File: config.mk
export PLATFORM = sky130hd
export DESIGN_NAME = seg_mux_driver_flat
export DESIGN_NICKNAME = d
export VERILOG_FILES = /design/src/rtl/seg_mux_driver_if.sv /design/src/rtl/seg_mux_driver.sv /design/src/flat_wrapper.sv
export SDC_FILE = /design/constraint.sdc
export NUM_CORES = 1
export LEC_CHECK = 0
export BUFFER_PORTS_ARGS = -buffer_cell sky130_fd_sc_hd__buf_2
export CORE_MARGIN = 2
export CORE_UTILIZATION = 46
export DETAILED_ROUTE_END_ITERATION = 8
export PLACE_DENSITY = 0.66
export SLEW_MARGIN = 20
export SYNTH_ARGS = -nofsm -noshare
export SYNTH_HDL_FRONTEND = slang
export SYNTH_SLANG_ARGS = --single-unit
File: constraint.sdc
create_clock -name int_osc -period 3.8 [get_ports int_osc]
set_clock_uncertainty 0.2 [all_clocks]
set_input_delay 0.19 -clock int_osc [delete_from_list [all_inputs] [get_ports int_osc]]
set_output_delay 0.19 -clock int_osc [all_outputs]
set_load 0.02 [all_outputs]
File: src/rtl/seg_mux_driver_if.sv
// Display driver bus: hex/blank/blink inputs from the datapath side,
// segment/anode pins and frame marker back out.
interface seg_mux_driver_if #(
  parameter int N_DIGITS = 2
);
  logic [4*N_DIGITS-1:0] digits;
  logic [N_DIGITS-1:0]   blank;
  logic [N_DIGITS-1:0]   blink;
  logic [6:0]            seg;
  logic [N_DIGITS-1:0]   an;
  logic                  frame_tick;

  modport master (
    output digits, blank, blink,
    input  seg, an, frame_tick
  );

  modport slave (
    input  digits, blank, blink,
    output seg, an, frame_tick
  );
endinterface

File: src/rtl/seg_mux_driver.sv
// Time-multiplexed common-anode hex display driver.
// One digit per refresh slot, all anodes off for the first DEAD_CYCLES of
// each slot, per-digit blank/blink, and inputs sampled once per frame so a
// frame never mixes old and new values.

// Per-digit hex to active-low seven-segment decoder (bit0=a .. bit6=g).
module seg_decode (
  input  logic [3:0] val,
  output logic [6:0] seg
);
  // Pure lookup; no state.
  always_comb begin
    seg = 7'h7F;
    unique case (val)
      4'h0: seg = 7'b1000000;
      4'h1: seg = 7'b1111001;
      4'h2: seg = 7'b0100100;
      4'h3: seg = 7'b0110000;
      4'h4: seg = 7'b0011001;
      4'h5: seg = 7'b0010010;
      4'h6: seg = 7'b0000010;
      4'h7: seg = 7'b1111000;
      4'h8: seg = 7'b0000000;
      4'h9: seg = 7'b0010000;
      4'hA: seg = 7'b0001000;
      4'hB: seg = 7'b0000011;
      4'hC: seg = 7'b1000110;
      4'hD: seg = 7'b0100001;
      4'hE: seg = 7'b0000110;
      4'hF: seg = 7'b0001110;
      default: seg = 7'h7F;
    endcase
  end
endmodule

module seg_mux_driver #(
  parameter int N_DIGITS    = 2,
  parameter int REFRESH_DIV = 24000,
  parameter int DEAD_CYCLES = 480,
  parameter int BLINK_DIV   = 20_000_000
) (
  input  logic            int_osc,
  input  logic            reset,
  seg_mux_driver_if.slave bus
);

  localparam int IW = (N_DIGITS > 1)  ? $clog2(N_DIGITS)    : 1;
  localparam int RW = (REFRESH_DIV > 1) ? $clog2(REFRESH_DIV) : 1;
  localparam int BW = (BLINK_DIV > 1) ? $clog2(BLINK_DIV)   : 1;

  localparam logic [RW-1:0] REF_LAST   = RW'(REFRESH_DIV - 1);
  localparam logic [RW-1:0] DEAD_END   = RW'(DEAD_CYCLES);
  localparam logic [IW-1:0] IDX_LAST   = IW'(N_DIGITS - 1);
  localparam logic [BW-1:0] BLINK_LAST = BW'(BLINK_DIV - 1);

  // Reject parameter sets that would leave no lit time or no dead time.
  generate
    if (N_DIGITS < 1 || REFRESH_DIV < 3 || DEAD_CYCLES < 1 ||
        DEAD_CYCLES > REFRESH_DIV - 2 || BLINK_DIV < 1) begin : g_bad_params
      $error("seg_mux_driver: illegal parameter combination");
    end
  endgenerate

  // Counter and shadow state.
  logic [RW-1:0]                ref_cnt, ref_nxt;
  logic [IW-1:0]                idx, idx_nxt;
  logic [BW-1:0]                blink_cnt, blink_cnt_nxt;
  logic                         blink_phase, blink_phase_nxt;
  logic [N_DIGITS-1:0][3:0]     sh_dig, sh_dig_nxt;
  logic [N_DIGITS-1:0]          sh_blank, sh_blank_nxt;
  logic [N_DIGITS-1:0]          sh_blink, sh_blink_nxt;

  logic                         ref_wrap, frame_wrap;

  // Registered-output next values.
  logic [6:0]                   seg_nxt;
  logic [N_DIGITS-1:0]          an_nxt;
  logic                         digit_off;

  // Decoded pattern for every shadowed digit; the active one is muxed below.
  logic [N_DIGITS-1:0][6:0]     dec;

  genvar gi;
  generate
    for (gi = 0; gi < N_DIGITS; gi++) begin : g_lane
      seg_decode u_dec (
        .val (sh_dig_nxt[gi]),
        .seg (dec[gi])
      );
    end
  endgenerate

  // Refresh slot counter, digit index and frame boundary.
  always_comb begin
    ref_wrap   = (ref_cnt == REF_LAST);
    ref_nxt    = ref_wrap ? '0 : ref_cnt + 1'b1;
    idx_nxt    = idx;
    frame_wrap = 1'b0;
    if (ref_wrap) begin
      if (idx == IDX_LAST) begin
        idx_nxt    = '0;
        frame_wrap = 1'b1;
      end else begin
        idx_nxt    = idx + 1'b1;
      end
    end
  end

  // Free-running blink divider; phase 1 is the off half.
  always_comb begin
    blink_cnt_nxt   = blink_cnt + 1'b1;
    blink_phase_nxt = blink_phase;
    if (blink_cnt == BLINK_LAST) begin
      blink_cnt_nxt   = '0;
      blink_phase_nxt = ~blink_phase;
    end
  end

  // Shadows only follow the inputs on the frame wrap edge.
  always_comb begin
    sh_dig_nxt   = sh_dig;
    sh_blank_nxt = sh_blank;
    sh_blink_nxt = sh_blink;
    if (frame_wrap) begin
      sh_dig_nxt   = bus.digits;
      sh_blank_nxt = bus.blank;
      sh_blink_nxt = bus.blink;
    end
  end

  // Output pattern from next-state values so it lines up with the slot
  // position held in the same cycle.
  always_comb begin
    seg_nxt   = 7'h7F;
    an_nxt    = '1;
    digit_off = sh_blank_nxt[idx_nxt] | (sh_blink_nxt[idx_nxt] & blink_phase_nxt);
    if (ref_nxt >= DEAD_END && !digit_off) begin
      seg_nxt = dec[idx_nxt];
      an_nxt  = ~(N_DIGITS'(1) << idx_nxt);
    end
  end

  // State registers; reset forces the display dark without waiting for a clock.
  always_ff @(posedge int_osc or negedge reset) begin
    if (!reset) begin
      ref_cnt        <= '0;
      idx            <= '0;
      blink_cnt      <= '0;
      blink_phase    <= 1'b0;
      sh_dig         <= '0;
      sh_blank       <= '1;
      sh_blink       <= '0;
      bus.seg        <= 7'h7F;
      bus.an         <= '1;
      bus.frame_tick <= 1'b0;
    end else begin
      ref_cnt        <= ref_nxt;
      idx            <= idx_nxt;
      blink_cnt      <= blink_cnt_nxt;
      blink_phase    <= blink_phase_nxt;
      sh_dig         <= sh_dig_nxt;
      sh_blank       <= sh_blank_nxt;
      sh_blink       <= sh_blink_nxt;
      bus.seg        <= seg_nxt;
      bus.an         <= an_nxt;
      bus.frame_tick <= frame_wrap;
    end
  end

endmodule

File: src/flat_wrapper.sv
// flat-port wrapper written by rule: the top's interface ports become plain ports
module seg_mux_driver_flat 
#(
  parameter int N_DIGITS    = 2,
  parameter int REFRESH_DIV = 24000,
  parameter int DEAD_CYCLES = 480,
  parameter int BLINK_DIV   = 20_000_000
)
  (int_osc, reset, bus_digits, bus_blank, bus_blink, bus_seg, bus_an, bus_frame_tick);
  seg_mux_driver_if #(.N_DIGITS(N_DIGITS)) bus_i ();
  input  logic int_osc;
  input  logic reset;
  input wire logic [$bits(bus_i.digits)-1:0] bus_digits;
  input wire logic [$bits(bus_i.blank)-1:0] bus_blank;
  input wire logic [$bits(bus_i.blink)-1:0] bus_blink;
  output wire logic [$bits(bus_i.seg)-1:0] bus_seg;
  output wire logic [$bits(bus_i.an)-1:0] bus_an;
  output wire logic [$bits(bus_i.frame_tick)-1:0] bus_frame_tick;
  assign bus_i.digits = bus_digits;
  assign bus_i.blank = bus_blank;
  assign bus_i.blink = bus_blink;
  assign bus_seg = bus_i.seg;
  assign bus_an = bus_i.an;
  assign bus_frame_tick = bus_i.frame_tick;
  seg_mux_driver #(.N_DIGITS(N_DIGITS), .REFRESH_DIV(REFRESH_DIV), .DEAD_CYCLES(DEAD_CYCLES), .BLINK_DIV(BLINK_DIV)) u_core (.int_osc(int_osc), .reset(reset), .bus(bus_i));
endmodule
==> flow_summary.ini <==
[power]
p_leak_nw = 1.82
ir_drop_mv = 0.201
power_density_mw_per_mm2 = 324
fin_total_pwr_mw = 1.33

[clock_network]
cts.sinks = 64
cts_buffers = 9
clock_path_buffers = 2
clk_pin_slew_ns = 0.07
cts_tree = built
h-tree-depth = 3
cts_root_buf = clkbuf_8
clkLatencyLatePin_ns = 0.33
post-cts-setup-buffers = 0

[sta]
layout_setup_ws_ns = 0.346
hold_violations = 0
post-route-min-period_ns = 3.45
fin_hold_ws_ns = 0.0333
rsz0062_at_grt = false
setup_viol = 0
worst_pin_slew_ns = 0.863
fin_tns_setup_ns = 0
fmax_mhz = 290
slew_headroom_pct = 42.5
drv_slew = 0
fin_crit_sh_pct = 90.9

[synth]
synth_edf_count = 0
synthCells = 331
async_flop_share_pct = 100
synth.ff_latch_count = 64
yosysSeqAreaShare_pct = 45.5
syn-cell-area_mm2 = 0.00355
synth_ff_type = dfrtp_1
synth_cell_types = 61
synth.yosys.warnings = 0
syn_nets = 360
syn_area_per_cell_um2 = 10.7

[die]
start_util_pct = 46.7
rows = 32
die-area_mm2 = 0.00844
coreArea_mm2 = 0.00761
ioPinCount = 24
die_h_um = 91.9
die_x_um = 91.9

[routing]
route.vias.total = 2633
drt-wirelength-per-cell_um = 14.3
drt-total-wl_mm = 6.83
drt_iter0_drc = 86
drt_first_pass_iters = 6
drc = 0
ant_nets = 0
via_per_inst = 5.50

[setup_path]
required_ns = 3.84
path_cells = and4_1 -> nand2_1 -> nor3_2 -> ha_2 -> mux2i_1 -> inv_1 -> ha_1 -> mux4_2 -> mux2i_1 -> o211ai_1
cp.arrival_ns = 3.49
crit_fanout = 10
reg2reg_depth = 10
crit_path_max_incr_delay_ns = 0.45
critical_path.endpoint_type = flop
slowest_stage = mux4_2
critPathKind = reg2reg
cpMostUsedCell = mux2i_1
cp-start-kind = flop

[layout]
syn2layout_area_growth_pct = 15.9
multi_input_area_mm2 = 0.00180
diodes = 0
fillers = 663
drive_gt1_share_pct = 22.0
nets = 401
finalNonFillerCells = 479
ff_latch_area_mm2 = 0.00162

[placement]
post-place-ws_ns = 0.244
io_buffers = 23
gp_congestion = 0.839
post-dp-hpwl_mm = 4.77
place_inst = 455

[grt]
grt_max_degree = 42
antenna_found_initial = 0
overflow = 0
track_usage_pct = 17.3
grt_pass1_wl_mm = 11.8
grt_pass1_vias = 2553

[flow_run]
cap_viol_max_count = 0

[run_status]
outcome = complete, no violations

[min_path]
hold_class = in2reg
holdPathStages = 3
layout make-up:
cell class | instances | area share, %
well taps | 102 | 3.10
flip-flops and latches | 64 | 39.3
clock inverters | 2 | 0.851
clock buffers | 14 | 4.44
multi-input cells | 235 | 43.7
repair buffers | 43 | 6.93
inverters | 19 | 1.73
synth_stat cells (all sizes together), types with 3 or more instances:
master | instances | area share [%]
nor2 | 26 | 2.7
xnor2 | 17 | 4.2
and3 | 4 | 0.70
nand4 | 14 | 3.2
nor4b | 3 | 1.1
or3 | 3 | 0.67
xor2 | 19 | 4.7
nand2 | 22 | 2.3
clkbuf | 4 | 0.42
nand3 | 19 | 2.7
and4 | 5 | 1.2
buf | 9 | 1.5
mux2i | 14 | 4.3
o211ai | 12 | 2.7
nor3 | 7 | 1.1
mux2 | 6 | 1.9
o31ai | 3 | 0.63
and2 | 5 | 0.88
o21ai | 7 | 0.99
dfrtp | 53 | 37
dfstp | 11 | 8.1
ha | 15 | 5.3
inv | 19 | 2.0
worst paths after layout:
path	startpoint	to	slack [ns]
setup / recovery	u_core.ref_cnt[2]	u_core.bus.seg[3]	0.35
hold / removal	bus_digits[4]	u_core.sh_dig[4]	0.03
hold reg to reg	u_core.blink_cnt[0]	u_core.blink_cnt[0]	0.29
max in group asynchronous	reset	u_core.sh_blank[1]	2.22
setup reg to reg	u_core.ref_cnt[2]	u_core.bus.seg[3]	0.35
min in group asynchronous	reset	u_core.sh_dig[6]	0.31
flip-flops by register name, indices dropped and copies added, names as in the netlist:
register / count
u_core.blink_cnt: 25
u_core.ref_cnt: 15
u_core.sh_dig: 8
u_core.bus.seg: 7
u_core.bus.an: 2
u_core.sh_blank: 2
u_core.sh_blink: 2
u_core.blink_phase: 1
u_core.bus.frame_tick: 1
u_core.idx: 1
critical path, delay by kind of cell (launching register included):
family                     cells  cell delay [ns]
and+or+nand+nor                3             0.82
adders and majority gates      2             0.64
buffers and inverters          1             0.18
AOI/OAI and AO/OA              1             0.10
DFF                            1             0.44
muxes                          3             0.97
through the flow:
stage                     instance area (um^2)  utilization, %
after global routing                      4120            54.1
final                                     4120            54.1
after detailed placement                  3810            50.1
after CTS                                 4110            54.1
after floorplan                           3550               -
after global placement                    3810            50.1
cells by family after synthesis:
| kind of cell | Yosys count | synth area share [%] |
|---|---|---|
| AO/OA/AOI/OAI | 42 | 9.27 |
| XOR/XNOR | 36 | 8.88 |
| adder cells (fa/ha/maj) | 15 | 5.29 |
| buffers and inverters | 32 | 3.95 |
| flip-flops | 64 | 45.5 |
| multiplexers | 22 | 7.47 |
| AND/OR/NAND/NOR | 120 | 19.7 |
power by group:
| part | internal [mW] | total (mW) | switching (mW) |
|---|---|---|---|
| sequential | 0.682 | 0.682 | 0 |
| clock | 0.374 | 0.624 | 0.250 |
| combinational | 0.0109 | 0.0268 | 0.0159 |
per-layer routing:
metal	vias up	global-route usage (%)	wire length, um
met1	1286	23.0	3270
met5	-	0	0
met2	56	27.5	3170
met3	15	3.29	232
li1	1276	-	-
met4	0	8.08	158
placed cells by master (no fill, tap or decap), types with 5 or more instances in the layout:
cell	n
and4_1	5
buf_2	23
buf_4	12
clkbuf_8	13
dfrtp_1	53
dfstp_2	11
dlygate4sd3_1	8
ha_1	14
inv_1	18
mux2_2	6
mux2i_1	13
nand2_1	22
nand3_1	19
nand4_1	11
nor2_1	26
nor3_1	6
o211ai_1	11
o21ai_0	7
xnor2_1	17
xor2_1	19
timing repair:
action | in CTS | in global routing
endpoints found under the hold margin | 37 | 0
hold buffers | 8 | 0
setup endpoints to repair | 0 | 2
gates resized for setup | 0 | 1
Note: power is estimated with default switching activity, not from simulation.
